--- src/rtl/edge_interval_meter.sv ---
// Counts edge-detector pulses and measures the CLK-cycle interval between
// successive pulses, presenting each result through a one-entry valid/ready register.
module edge_interval_meter #(
  parameter int CNT_W = 16,
  parameter int EVT_W = 8
) (
  input  logic             CLK,
  input  logic             RST,
  input  logic             EDGE_PULSE,
  input  logic             CLR,
  input  logic             INT_READY,
  output logic [CNT_W-1:0] INTERVAL,
  output logic             INT_VALID,
  output logic [EVT_W-1:0] EVT_CNT,
  output logic             OVF,
  output logic             DROP
);

  typedef enum logic {IDLE, MEASURE} state_t;

  localparam logic [CNT_W-1:0] TIMER_MAX = '1;
  localparam logic [CNT_W-1:0] TIMER_ONE = CNT_W'(1);

  state_t           state_reg, state_next;
  logic [CNT_W-1:0] timer_reg, timer_next;
  logic [CNT_W-1:0] interval_reg, interval_next;
  logic             valid_reg, valid_next;
  logic [EVT_W-1:0] evt_reg, evt_next;
  logic             ovf_reg, ovf_next;
  logic             drop_reg, drop_next;
  logic             capture;

  // State register
  always_ff @(posedge CLK or posedge RST) begin
    if (RST) begin
      state_reg <= IDLE;
    end else begin
      state_reg <= state_next;
    end
  end

  // Next-state logic: any accepted pulse leaves or keeps MEASURE; CLR always re-arms
  always_comb begin
    state_next = state_reg;
    if (CLR) begin
      state_next = IDLE;
    end else if (EDGE_PULSE) begin
      state_next = MEASURE;
    end
  end

  // Measurement datapath registers
  always_ff @(posedge CLK or posedge RST) begin
    if (RST) begin
      timer_reg    <= '0;
      interval_reg <= '0;
      valid_reg    <= 1'b0;
      evt_reg      <= '0;
      ovf_reg      <= 1'b0;
      drop_reg     <= 1'b0;
    end else begin
      timer_reg    <= timer_next;
      interval_reg <= interval_next;
      valid_reg    <= valid_next;
      evt_reg      <= evt_next;
      ovf_reg      <= ovf_next;
      drop_reg     <= drop_next;
    end
  end

  always_comb begin
    timer_next    = timer_reg;
    interval_next = interval_reg;
    valid_next    = valid_reg;
    evt_next      = evt_reg;
    ovf_next      = ovf_reg;
    drop_next     = 1'b0;
    capture       = 1'b0;

    if (CLR) begin
      // Interval data is deliberately kept; only its valid flag drops
      timer_next = '0;
      evt_next   = '0;
      ovf_next   = 1'b0;
      valid_next = 1'b0;
    end else begin
      if (EDGE_PULSE) begin
        evt_next = evt_reg + EVT_W'(1);
      end

      case (state_reg)
        IDLE: begin
          timer_next = EDGE_PULSE ? TIMER_ONE : '0;
        end
        MEASURE: begin
          if (EDGE_PULSE) begin
            capture    = 1'b1;
            timer_next = TIMER_ONE;
          end else if (timer_reg == TIMER_MAX) begin
            ovf_next = 1'b1;
          end else begin
            timer_next = timer_reg + CNT_W'(1);
          end
        end
        default: timer_next = '0;
      endcase

      // A capture may overwrite the held result only if it is being consumed this cycle
      if (capture) begin
        if (!valid_reg || INT_READY) begin
          interval_next = timer_reg;
          valid_next    = 1'b1;
        end else begin
          drop_next = 1'b1;
        end
      end else if (valid_reg && INT_READY) begin
        valid_next = 1'b0;
      end
    end
  end

  // Outputs come straight from registers
  always_comb begin
    INTERVAL  = interval_reg;
    INT_VALID = valid_reg;
    EVT_CNT   = evt_reg;
    OVF       = ovf_reg;
    DROP      = drop_reg;
  end

endmodule

--- config.mk ---
export PLATFORM = sky130hd
export DESIGN_NAME = edge_interval_meter
export DESIGN_NICKNAME = d
export VERILOG_FILES = /design/src/rtl/edge_interval_meter.sv
export SDC_FILE = /design/constraint.sdc
export NUM_CORES = 1
export LEC_CHECK = 0
export ABC_CLOCK_PERIOD_IN_PS = 1700
export BUFFER_PORTS_ARGS = -buffer_cell sky130_fd_sc_hd__clkbuf_2
export CAP_MARGIN = 10
export CORE_MARGIN = 2
export CORE_UTILIZATION = 46
export DETAILED_ROUTE_END_ITERATION = 16
export PLACE_DENSITY_LB_ADDON = 0.1
export SLEW_MARGIN = 20
export SYNTH_ARGS = -nofsm -noshare
export SYNTH_HDL_FRONTEND = slang
export SYNTH_SLANG_ARGS = --single-unit
--- constraint.sdc ---
create_clock -name CLK -period 1.7 [get_ports CLK]
set_input_delay 0 -clock CLK [delete_from_list [all_inputs] [get_ports CLK]]
set_output_delay 0 -clock CLK [all_outputs]
set_load 0.01 [all_outputs]
==> results.json <==
{
  "syn_avg_cell_area_um2": 11.2,
  "synth_area_leaders": "dfrtp_1 53%, mux2_2 8.7%, nor2_1 3.4%",
  "p_leak_nw": 1.28,
  "clock_skew_ns": 0.00379,
  "crit_fanout": 7,
  "fin_hold_ws_ns": 0.0171,
  "peakVddDrop_v": 0.000473,
  "power_density_mw_per_mm2": 744,
  "firstDrtPassIters": 4,
  "cts_buffers": 5,
  "fp.dieH_um": 71.1,
  "async_reset_ff_share_pct": 100,
  "seq_area_mm2": 0.00110,
  "cts.clk_slew.worst_paths_ns": 0.08,
  "synth_nets": 192,
  "tightestPinTransition_ns": 0.557,
  "row_count": 24,
  "ys_warn_count": 0,
  "slew_headroom_pct": 62.9,
  "tritoncts": "built",
  "dieArea_mm2": 0.00506,
  "period_share_pct": 97.0,
  "setup_viol": 0,
  "route.vias.total": 1602,
  "ant_nets": 0,
  "fin_crit_ns": 1.65,
  "clk_latency_ns": 0.29,
  "drv_slew": 0,
  "dp_hpwl_um": 2860,
  "seq_area_frac_synth_pct": 53.1,
  "maxCapViolCount": 0,
  "track_usage_pct": 18.1,
  "area_delta_synth_final_pct": 22.6,
  "drc": 0,
  "io_pins": 32,
  "hold_class": "input pin to flop",
  "synthCells": 185,
  "fill_cells": 376,
  "synth_top_area_share_pct": 53.1,
  "arrival_ns": 1.84,
  "die_w_um": 71.1,
  "clockBufferDepth": 2,
  "fin_nets": 241,
  "path_class": "flop to flop",
  "grt_pass1_wl_um": 7290,
  "finalNonFillerCells": 286,
  "drive_gt1_share_pct": 36.3,
  "synth_area_mm2": 0.00207,
  "multi_input_area_um2": 946,
  "via_per_inst": 5.60,
  "place.gp.congestion": 0.813,
  "clock_tree.root_cell": "clkbuf_8",
  "synth-edff-count": 0,
  "finalHoldViolations": 0,
  "h-tree-depth": 2,
  "n_antenna_cell": 0,
  "endpoint_kind": "flop",
  "core_area_mm2": 0.00435,
  "yosysTopAreaCell": "dfrtp_1",
  "status": "completed",
  "ys.flop_type": "dfrtp_1",
  "critPathLaunchType": "flop",
  "grt_overflow": 0,
  "start_util_pct": 47.6,
  "ys_ff_latch": 44,
  "worstPathRequired_ns": 1.89,
  "fmax_mhz": 606,
  "stdcell_area_mm2": 0.00254,
  "grt_pass1_vias": 1559,
  "grt_max_degree": 45,
  "synthDistinctLibCells": 46,
  "drt-total-wl_um": 4130,
  "place_area_mm2": 0.00236,
  "clock_sinks": 44,
  "wire_per_inst_um": 14.4,
  "drtIter0Drc": 61,
  "io_buffer_count": 31,
  "place_inst": 273,
  "antenna_found_initial": 0
}
==> through the flow <==
stage,setup TNS [ns],utilization [%],worst slack (ns),total power [mW]
finish,0,58.4,0.0504,1.89
global route,-0.00172,58.4,-0.00172,1.98
CTS,0,57.4,0.0300,1.91
detailed placement,0,54.2,0.0147,1.22
global placement,0,54.2,0.0755,1.21
floorplan,0,-,0.105,1.17
==> what timing repair did <==
action,in CTS,in global routing
setup endpoints to repair,1,8
buffers inserted,2,2
gates resized for setup,2,5
hold buffers,2,0
hold endpoints to repair,46,0
pin swaps,1,3
==> layout by cell type (no fill, tap or decap), types with 2 or more instances in the layout <==
master | netlist | final
xor2_1 | 4 | 4
inv_1 | 5 | 5
nand3_1 | 6 | 5
and3_1 | 3 | 3
o21ai_0 | 7 | 6
dfrtp_1 | 44 | 44
nand2_1 | 15 | 15
a21oi_1 | 7 | 7
mux2_2 | 16 | 16
mux2i_1 | 3 | 3
nor2_1 | 19 | 19
and4_1 | 2 | 2
or3_1 | 5 | 4
nand2b_1 | 2 | 2
a31oi_1 | 3 | 3
buf_4 | 1 | 16
xnor2_1 | 2 | 2
nand4_1 | 7 | 7
nand4_4 | 2 | 2
clkbuf_8 | 0 | 7
clkbuf_2 | 0 | 31
o21ai_1 | 1 | 2
dlygate4sd3_1 | 0 | 2
==> worst max-delay path: stages, from the launching register on <==
cell and delay [ns]:
dfrtp_1 0.47, nand4_4 0.21, or4_4 0.60, mux2i_1 0.19
nor2_1 0.06
==> kinds of logic after synthesis <==
kind of cell | count (synthesis) | synth area share [%]
AOI/OAI and AO/OA | 28 | 8.99
xor gates and xnor gates | 6 | 2.53
adders and majority gates | 2 | 1.21
buffers and inverters | 13 | 3.02
DFF | 44 | 53.1
muxes | 19 | 10.1
and+or+nand+nor | 73 | 21.0
==> metal layers <==
layer / vias to the layer above / routed length [µm] / GRT usage [%]
li1: 769 / - / -
met1: 783 / 1790 / 24.2
met2: 45 / 2100 / 29.5
met3: 5 / 188 / 3.42
met4: 0 / 48 / 6.92
met5: - / 0 / 0
==> cells in the mapped netlist, types with 2 or more instances <==
library cell and count:
nand2_1 15, inv_1 5, xor2_1 4, and4_1 2, clkbuf_1 3, nand3_1 6
or3_1 5, nor2_1 19, ha_1 2, a31oi_1 3, dfrtp_1 44, nand4_4 2
nand2b_1 2, buf_2 2, xnor2_1 2, and3_1 3, a21oi_1 7, o21ai_0 7
mux2_2 16, nor4_1 2, mux2i_1 3, nand4_1 7
==> final cells by class <==
type / count / area share [%]
Timing Repair Buffer: 50 / 12.4
Clock buffer: 7 / 3.79
Tap cell: 52 / 2.56
Multi-Input combinational cell: 128 / 37.2
Inverter: 5 / 0.738
Sequential cell: 44 / 43.3
==> worst paths after layout <==
| kind | cells after the start | start | to | slack, ns |
|---|---|---|---|---|
| worst max register to register | 4 | timer_reg[4] | timer_reg[1] | 0.05 |
| worst min register to register | 1 | INTERVAL[7] | INTERVAL[7] | 0.51 |
| min in group asynchronous | 4 | RST | EVT_CNT[5] | 0.38 |
| worst min-delay path | 3 | INT_READY | DROP | 0.02 |
| worst max-delay path | 4 | timer_reg[4] | timer_reg[1] | 0.05 |
| max in group asynchronous | 4 | RST | INTERVAL[5] | 0.94 |
==> power breakdown <==
part | switching (mW) | total, mW | internal (mW)
clock network | 0.330 | 0.692 | 0.362
logic | 0.0711 | 0.121 | 0.0504
registers | 0.0150 | 1.08 | 1.06
total | 0.416 | 1.89 | 1.47
(Power assumes the default switching activity.)
